### config.mk
export PLATFORM = sky130hd
export DESIGN_NAME = cn_msg_recover_serial
export DESIGN_NICKNAME = d
export VERILOG_FILES = /design/src/rtl/cn_recover_pkg.sv /design/src/rtl/cn_mag_correct.sv /design/src/rtl/cn_msg_recover_serial.sv
export SDC_FILE = /design/constraint.sdc
export NUM_CORES = 1
export LEC_CHECK = 0
export BUFFER_PORTS_ARGS = -buffer_cell sky130_fd_sc_hd__buf_2
export CAP_MARGIN = 5
export CORE_UTILIZATION = 27
export CTS_BUF_LIST = sky130_fd_sc_hd__clkbuf_4 sky130_fd_sc_hd__clkbuf_8
export DETAILED_ROUTE_END_ITERATION = 6
export PLACE_DENSITY = 0.55
export SETUP_SLACK_MARGIN = 0.2
export SLEW_MARGIN = 25
export SYNTH_ARGS = -nofsm -noshare
export SYNTH_HDL_FRONTEND = slang
export SYNTH_SLANG_ARGS = --single-unit
### constraint.sdc
create_clock -name clk -period 6.5 [get_ports clk]
set_input_delay 0.975 -clock clk [delete_from_list [all_inputs] [get_ports clk]]
set_output_delay 0.975 -clock clk [all_outputs]
set_load 0.01 [all_outputs]
### src/rtl/cn_recover_pkg.sv
`default_nettype none
// ---------------------------------------------------------------------------
// cn_recover_pkg : shared encodings and field helpers for check-node recovery
// Revision 1.0
// ---------------------------------------------------------------------------
package cn_recover_pkg;

  localparam logic [1:0] MODE_PLAIN  = 2'd0;
  localparam logic [1:0] MODE_OFFSET = 2'd1;
  localparam logic [1:0] MODE_NORM   = 2'd2;

  // in_data is packed {min1, min2, idx, sign[WC-1:0]} with sign in the LSBs
  function automatic int idx_lsb(input int wc);
    return wc;
  endfunction

  function automatic int min2_lsb(input int wc, input int wcb);
    return wc + wcb;
  endfunction

  function automatic int min1_lsb(input int wc, input int wcb, input int mw);
    return wc + wcb + mw;
  endfunction

  function automatic int nbeats(input int wc, input int p);
    return wc / p;
  endfunction

  function automatic int beat_bits(input int wc, input int p);
    return (wc / p > 1) ? $clog2(wc / p) : 1;
  endfunction

endpackage
`default_nettype wire

### src/rtl/cn_mag_correct.sv
`default_nettype none
// ---------------------------------------------------------------------------
// cn_mag_correct : combinational offset / normalised correction of one magnitude
// Revision 1.0
// ---------------------------------------------------------------------------
module cn_mag_correct
  import cn_recover_pkg::*;
#(
  parameter int MW    = 9,
  parameter int OFF_W = 4
) (
  input  logic [MW-1:0]    mag,
  input  logic [1:0]       mode,
  input  logic [OFF_W-1:0] offset,
  output logic [MW-1:0]    corr
);

  localparam int XW = (MW > OFF_W) ? MW : OFF_W;

  logic [XW-1:0] mag_x;
  logic [XW-1:0] off_x;

  assign mag_x = XW'(mag);
  assign off_x = XW'(offset);

  always_comb begin
    corr = mag;
    case (mode)
      MODE_OFFSET: corr = (mag_x > off_x) ? MW'(mag_x - off_x) : '0;
      MODE_NORM:   corr = mag - (mag >> 2);
      default:     corr = mag;
    endcase
  end

endmodule
`default_nettype wire

### src/rtl/cn_msg_recover_serial.sv
`default_nettype none
// ---------------------------------------------------------------------------
// cn_msg_recover_serial : expands a compressed check-node word into P messages per beat
// Revision 1.0
// ---------------------------------------------------------------------------
module cn_msg_recover_serial
  import cn_recover_pkg::*;
#(
  parameter int WC      = 32,
  parameter int WC_BITS = $clog2(WC),
  parameter int W       = 10,
  parameter int P       = 8,
  parameter int OFF_W   = 4,
  localparam int MW     = W - 1,
  localparam int NBEATS = nbeats(WC, P),
  localparam int BW     = beat_bits(WC, P),
  localparam int DW     = 2 * MW + WC_BITS + WC
) (
  input  logic             clk,
  input  logic             rst,
  input  logic             in_valid,
  output logic             in_ready,
  input  logic [DW-1:0]    in_data,
  input  logic [1:0]       mode,
  input  logic [OFF_W-1:0] offset,
  output logic             out_valid,
  input  logic             out_ready,
  output logic [P*W-1:0]   out_data,
  output logic [BW-1:0]    out_beat,
  output logic             out_last,
  output logic             out_err,
  output logic [15:0]      frame_cnt
);

  logic [MW-1:0]      in_min1, in_min2, m1c_in, m2c_in;
  logic [WC_BITS-1:0] in_idx;
  logic [WC-1:0]      in_sign;

  assign in_sign = in_data[WC-1:0];
  assign in_idx  = in_data[idx_lsb(WC) +: WC_BITS];
  assign in_min2 = in_data[min2_lsb(WC, WC_BITS) +: MW];
  assign in_min1 = in_data[min1_lsb(WC, WC_BITS, MW) +: MW];

  cn_mag_correct #(.MW(MW), .OFF_W(OFF_W)) u_corr_min1 (
    .mag(in_min1), .mode(mode), .offset(offset), .corr(m1c_in)
  );
  cn_mag_correct #(.MW(MW), .OFF_W(OFF_W)) u_corr_min2 (
    .mag(in_min2), .mode(mode), .offset(offset), .corr(m2c_in)
  );

  logic               ctx_full, ctx_parity, ctx_err;
  logic [MW-1:0]      ctx_m1, ctx_m2;
  logic [WC_BITS-1:0] ctx_idx;
  logic [WC-1:0]      ctx_sign;
  logic [BW-1:0]      beat_cnt;
  logic               load, beat_last, load_last, accept;
  logic [P*W-1:0]     lanes;

  assign load      = (!out_valid || out_ready) && ctx_full;
  assign beat_last = (beat_cnt == BW'(NBEATS - 1));
  assign load_last = load && beat_last;
  // Freeing the context on the last-beat load lets the next frame stream without a gap
  assign in_ready  = !ctx_full || load_last;
  assign accept    = in_valid && in_ready;

  always_ff @(posedge clk or negedge rst) begin
    if (!rst) begin
      ctx_full   <= 1'b0;
      ctx_m1     <= '0;
      ctx_m2     <= '0;
      ctx_idx    <= '0;
      ctx_sign   <= '0;
      ctx_parity <= 1'b0;
      ctx_err    <= 1'b0;
    end else if (accept) begin
      ctx_full   <= 1'b1;
      ctx_m1     <= m1c_in;
      ctx_m2     <= m2c_in;
      ctx_idx    <= in_idx;
      ctx_sign   <= in_sign;
      ctx_parity <= ^in_sign;
      ctx_err    <= ({1'b0, in_idx} >= (WC_BITS + 1)'(WC));
    end else if (load_last) begin
      ctx_full   <= 1'b0;
    end
  end

  // An out-of-range idx never matches an edge, so every lane falls back to min1
  for (genvar j = 0; j < P; j++) begin : g_lane
    logic [WC_BITS-1:0] edge_id;
    logic [MW-1:0]      mag;
    logic               neg;
    assign edge_id = WC_BITS'(int'(beat_cnt) * P + j);
    assign mag     = (edge_id == ctx_idx) ? ctx_m2 : ctx_m1;
    assign neg     = ctx_parity ^ ctx_sign[edge_id];
    assign lanes[j*W +: W] = neg ? -{1'b0, mag} : {1'b0, mag};
  end

  always_ff @(posedge clk or negedge rst) begin
    if (!rst) begin
      beat_cnt  <= '0;
      out_valid <= 1'b0;
      out_data  <= '0;
      out_beat  <= '0;
      out_last  <= 1'b0;
      out_err   <= 1'b0;
    end else if (load) begin
      beat_cnt  <= beat_last ? '0 : beat_cnt + 1'b1;
      out_valid <= 1'b1;
      out_data  <= lanes;
      out_beat  <= beat_cnt;
      out_last  <= beat_last;
      out_err   <= ctx_err;
    end else if (out_ready) begin
      out_valid <= 1'b0;
    end
  end

  always_ff @(posedge clk or negedge rst) begin
    if (!rst) begin
      frame_cnt <= '0;
    end else if (out_valid && out_ready && out_last) begin
      frame_cnt <= frame_cnt + 16'd1;
    end
  end

endmodule
`default_nettype wire

# Word-level counts from Yosys, hierarchy flattened
# Cells that the tools add are included.
[word_totals]
inputBits = 65
out_inout_bits = 102
regBits = 159
[op_classes]
n_addsub = 21
muxes = 41
n_eq_ne = 11
magnitude_cmp = 10
reduce_logical = 12
n_bitwise = 8
[op_table]
columns = ["cell", "count"]
rows = [
  ["$mux W9", 10],
  ["$mux W10", 8],
  ["$neg A9 Y10", 8],
  ["$lt A5 B6 Y1 const B", 8],
  ["$eq A5 B5 Y1", 8],
  ["$pmux W9 S2", 2],
  ["$bmux W1 S5", 7],
  ["$reduce_xor A32 Y1", 1],
  ["$add A5 B3 Y5 const B", 4],
  ["$gt A9 B4 Y1", 2],
  ["$sub A9 B4 Y9", 2],
  ["$sub A9 B7 Y9", 2],
  ["$add A16 B1 Y16 const B", 1],
  ["$mux W1", 12],
  ["$add A5 B2 Y5 const B", 2],
  ["$xor A1 B1 Y1", 8],
  ["$add A5 B1 Y5 const B", 1],
  ["$logic_and A1 B1 Y1", 5],
  ["$eq A2 B2 Y1 const B", 2],
  ["$reduce_bool A2 Y1", 2],
  ["$add A2 B1 Y2 const B", 1],
  ["$bmux W1 S2", 1],
  ["$eq A2 B1 Y1 const B", 1],
  ["$logic_not A1 Y1", 2],
  ["other kinds (2)", 3],
]

# Depth between registers and ports, before layout
[logic_depth]
depth_word = 7
mapped_depth = 11
depth_no_buf = 11

# Cells and area by module
# From an unflattened synthesis, not the netlist that was laid out.
[unflattened]
hier_cells = 1177
hier_area_um2 = 11059.4
[by_module_without_submodules]
columns = ["module", "cells_per_inst", "n_inst", "area_per_inst_um2", "seq_area_each_um2"]
rows = [
  ["cn_msg_recover_serial", 935, 1, 9392.8, 3978.8],
  ["cn_mag_correct (u_corr_min1)", 125, 1, 854.6, 0.0],
  ["cn_mag_correct (u_corr_min2)", 117, 1, 812.0, 0.0],
]

# Worst setup path after synthesis
# OpenSTA, ideal clock, no wires.
[synth_timing]
path_kind = "input-to-reg"
start = "input offset[2]"
end = "register ctx_m1[8]"
setup_slack_ns = 3.532
arrival_time_ns = 2.842
setup_ns = 0.126
required_ns = 6.374
path_stages = 9
path_cell_list = "inv_1 -> ha_1 -> o21ai_1 -> a21oi_1 -> or4_4 -> a31oi_4 -> nor3_1 -> a22o_1 -> o32a_1"
[synth_between]
elab_chain_cells = 3
[synth_lines]
columns = ["item", "line_no", "text"]
rows = [
  ["start: declaration", "cn_msg_recover_serial.sv:25", "input logic [OFF_W-1:0] offset,"],
  ["$sub A9 B4 Y9 or $gt A9 B4 Y1 (tied branches)", "cn_mag_correct.sv:29", "MODE_OFFSET: corr = (mag_x > off_x) ? MW'(mag_x - off_x) : '0;"],
  ["$mux W9 *", "cn_mag_correct.sv:29", ""],
  ["$pmux W9 S2 *", "cn_mag_correct.sv:28", "case (mode)"],
  ["end signal: assignment", "cn_msg_recover_serial.sv:77", "ctx_m1 <= m1c_in;"],
  ["end: declaration", "cn_msg_recover_serial.sv:52", "logic [MW-1:0] ctx_m1, ctx_m2;"],
]
# Mark *: on every way between the ends. The rest lies on a longest branch, timed or not.
# A chain may end at the register's enable or synchronous reset.

# Worst setup path after layout
[layout_timing]
start = "register beat_cnt[0]"
end = "register out_data[48]"
[layout_between]
elab_chain_cells = 5
[layout_lines]
columns = ["item", "line_no", "text"]
rows = [
  ["start: declaration", "cn_msg_recover_serial.sv:55", "logic [BW-1:0] beat_cnt;"],
  ["start signal: assignment", "cn_msg_recover_serial.sv:108", "beat_cnt <= beat_last ? '0 : beat_cnt + 1'b1;"],
  ["$add A5 B3 Y5 *", "cn_msg_recover_serial.sv:93", "assign edge_id = WC_BITS'(int'(beat_cnt) * P + j);"],
  ["$eq A5 B5 Y1 or $bmux W1 S5 (tied branches)", "cn_msg_recover_serial.sv:94, cn_msg_recover_serial.sv:95", ""],
  ["$mux W9 or $mux W1 (tied branches)", "cn_msg_recover_serial.sv:94, cn_msg_recover_serial.sv:95", ""],
  ["$neg A9 Y10 or $xor A1 B1 Y1 (tied branches)", "cn_msg_recover_serial.sv:96, cn_msg_recover_serial.sv:95", ""],
  ["$mux W10 *", "cn_msg_recover_serial.sv:96", "assign lanes[j*W +: W] = neg ? -{1'b0, mag} : {1'b0, mag};"],
  ["end signal: assignment", "cn_msg_recover_serial.sv:110", "out_data <= lanes;"],
  ["end: declaration", "cn_msg_recover_serial.sv:28", "output logic [P*W-1:0] out_data,"],
]
# Mark *: on every way between the ends. The rest lies on a longest branch, timed or not. The select of a mux whose other input is x is not followed.

==> reports/results.ini <==
[run_status]
status=finished, final reports clean

[drt]
dr.pass1.iters=5
wl_per_cell_um=17.9
vias_per_cell=4.89
totalWireLength_um=32900
via_count=9004
drt_iter0_markers=725
final_antenna_net_count=0
drc=0

[logic_synthesis]
synth_top_family_by_area=simple AND/OR/NAND/NOR gates
ys_async_sr_fraction=1.00
ys_ff_latch=159
syn-cell-area_um2=10600
syn-num-nets=1302
synth_xor_area_frac=0.118
synth_top_area_cell=dfrtp_1
synth_edf_count=0
synth-main-ff-cell=dfrtp_1
synth_cell_types=71
avgSynthCellArea_um2=8.87
seq_area_frac_synth=0.374
synth_cells=1199
synth-simple-area-share=0.173
synthAdderAreaFrac=0.0475
synth_warnings=0
synth_area_leaders=dfrtp_1, nand2_1, mux2i_1
muxShareOfSynthArea=0.105
synth_top_area_frac=0.374
synth_compound_area_frac=0.136

[critical_path]
rr_endpoint=out_data[48]
cp_cell_sequence=xnor2_2 > nand2b_2 > or3_1 > mux2i_1 > ha_1 > a21oi_1 > xor2_1 > o21ai_0
cp_top_family=simple AND/OR/NAND/NOR gates
worstPathArrival_ns=3.54
worst_setup_path_end_kind=flop
cp-start-kind=flop
slowest_delay_ns=0.81
cp_slowest_cell=dfrtp_1
path_buf_inv=0
worst_ep_required_time_ns=6.83
rr_worst_depth=8
crit_path_max_fanout=15
crit_type=reg2reg
regToRegSetupSlack_ns=3.29
rr_startpoint=beat_cnt[0]

[global_routing]
grt_pass1_wl_um=50900
antenna_found_initial=1
overflow=0
grt_use_total=0.163
grt_pass1_vias=8722
grt_max_degree=90

[place]
place_area_um2=11800
preCtsSetupSlack_ns=3.00
dp_hpwl_um=23900
gp_congestion=0.885
port_buffers=165

[clock_network]
clk_latency_ns=0.47
cts_max_level=4
clock-sinks=159
cts_max_path_buffers=2
hold_buffers=0
post_cts_buffers=0
path_clk_slew_ns=0.09
cts-root-buf=clkbuf_8
cts_tree=done
cts_buffers=17
post_cts_resized=0

[floorplanning]
die_y_um=201
start_util=0.275
die_area_um2=40200
rows=72
ioPinCount=167
die_w_um=201
core_area_um2=38700

[timing]
max_slew_margin=0.357
skew_ns=0.0131
rsz0062_at_grt=no
hold_violations=0
setup_viol=0
finalMaxSlewViolations=0
finalCritPeriodShare=0.494
min_period_ns=3.21
holdWs_ns=0.391
worst_pin_slew_ns=0.963
worst_slack_ns=3.29
setup_tns_ns=0
fmax_mhz=312

[power_and_ir_drop]
power_uw=6540
power.leakage_uw=0.00587
internal_power_uw=3390
p_seq_frac=0.308
vdd_drop_max_v=0.000243
p_switching_uw=3150
comb_power_share=0.561
clkPwrFrac=0.131
swShare=0.482
powerDensity_nw_per_um2=533

[final_layout]
diodes=0
final_nets=1412
drive_above_1_share=0.190
area_growth_pct=15.2
nFillCells=4122
postLayoutCellArea_um2=12300

[run]
drv_cap=0

[worst_hold_path]
hold_path_class=in2async

-- placed cells by master (no fill, tap or decap), drive strengths merged, types with 8 or more instances in the layout --
cell type and instances:
mux4 8, a21o 10, and3 11, mux2 8
a21oi 70, ha 34, nand3 8, mux2i 84
nand2b 12, nor3 18, o21ai 93, clkbuf 21
buf 175, xnor2 61, nand2 240, nor2 78
xor2 75, or3 11, inv 28, nor2b 9
dfrtp 159, o31ai 8
-- power by group through the flow --
stage	Sequential, uW	Combinational [uW]	Clock, uW
2_1_floorplan	1800	2750	0
3_5_place_dp	2030	3670	0
3_3_place_gp	2020	3620	0
6_report	2020	3670	854
5_1_grt	2070	4060	916
4_1_cts	2010	3690	878
-- worst max-delay path by stage --
stage	start	end	cells after the start	slack, ns
3_3_place_gp	offset[1]	ctx_m2[6]	10	3.09
6_report	beat_cnt[0]	out_data[48]	8	3.29
2_1_floorplan	offset[2]	ctx_m1[8]	9	3.53
3_5_place_dp	offset[1]	ctx_m2[6]	10	3.00
5_1_grt	beat_cnt[0]	out_data[14]	8	3.04
4_1_cts	beat_cnt[0]	out_data[48]	8	3.25
-- area by class of cell --
class | instances | area, um2 | share of cell area
Clock inverter | 11 | 179 | 0.0146
Sequential cell | 159 | 3980 | 0.325
Multi-Input combinational cell | 930 | 6170 | 0.503
Clock buffer | 21 | 277 | 0.0226
Inverter | 26 | 97.6 | 0.00796
Timing Repair Buffer | 175 | 907 | 0.0740
Tap cell | 518 | 648 | 0.0529
-- stage by stage --
step / util / instances
after floorplan: - / 1199
after global placement: 0.305 / 1808
after detailed placement: 0.305 / 1808
after CTS: 0.316 / 1840
after global routing: 0.316 / 1840
final: 0.316 / 1840
-- logic make-up (layout without fill, tap and decap cells) --
kind of cell	Yosys count	count (layout)
fa+ha+maj	38	38
flops	159	159
buf+inv	110	233
other cells	1	1
xor+xnor	136	136
compound gates	240	240
simple gates	415	415
mux	100	100
-- metal layers --
layer / GRT usage / vias up / share of wire
met3: 0.0276 / 35 / 0.057
li1: - / 4317 / -
met1: 0.219 / 4369 / 0.45
met4: 0.0496 / 2 / 0.015
met2: 0.265 / 281 / 0.48
met5: 0 / - / 0.00036
-- registers in the layout, indices dropped and copies added, names as in the netlist --
| name | flops |
|---|---|
| ctx_sign | 32 |
| out_data | 80 |
| beat_cnt | 2 |
| ctx_full | 1 |
| ctx_m2 | 9 |
| ctx_m1 | 9 |
| out_last | 1 |
| out_beat | 2 |
| ctx_parity | 1 |
| frame_cnt | 16 |
| out_valid | 1 |
| ctx_idx | 5 |
-- cells in the mapped netlist (7+ instances only) --
master	count
xor2_1	75
and3_1	11
nor2b_1	9
nand2_1	239
a21oi_1	70
xnor2_1	53
a21o_1	10
nand3_1	8
a221o_1	7
ha_1	34
dfrtp_1	159
mux4_2	7
clkbuf_1	50
nor3_1	17
nand2b_1	10
mux2_2	7
o21ai_0	82
o21ai_1	11
nor2_1	74
buf_2	18
mux2i_1	84
buf_6	7
inv_1	25
or3_1	11
xnor2_2	8
o31ai_1	8
Power figures use the tool's default switching activity.
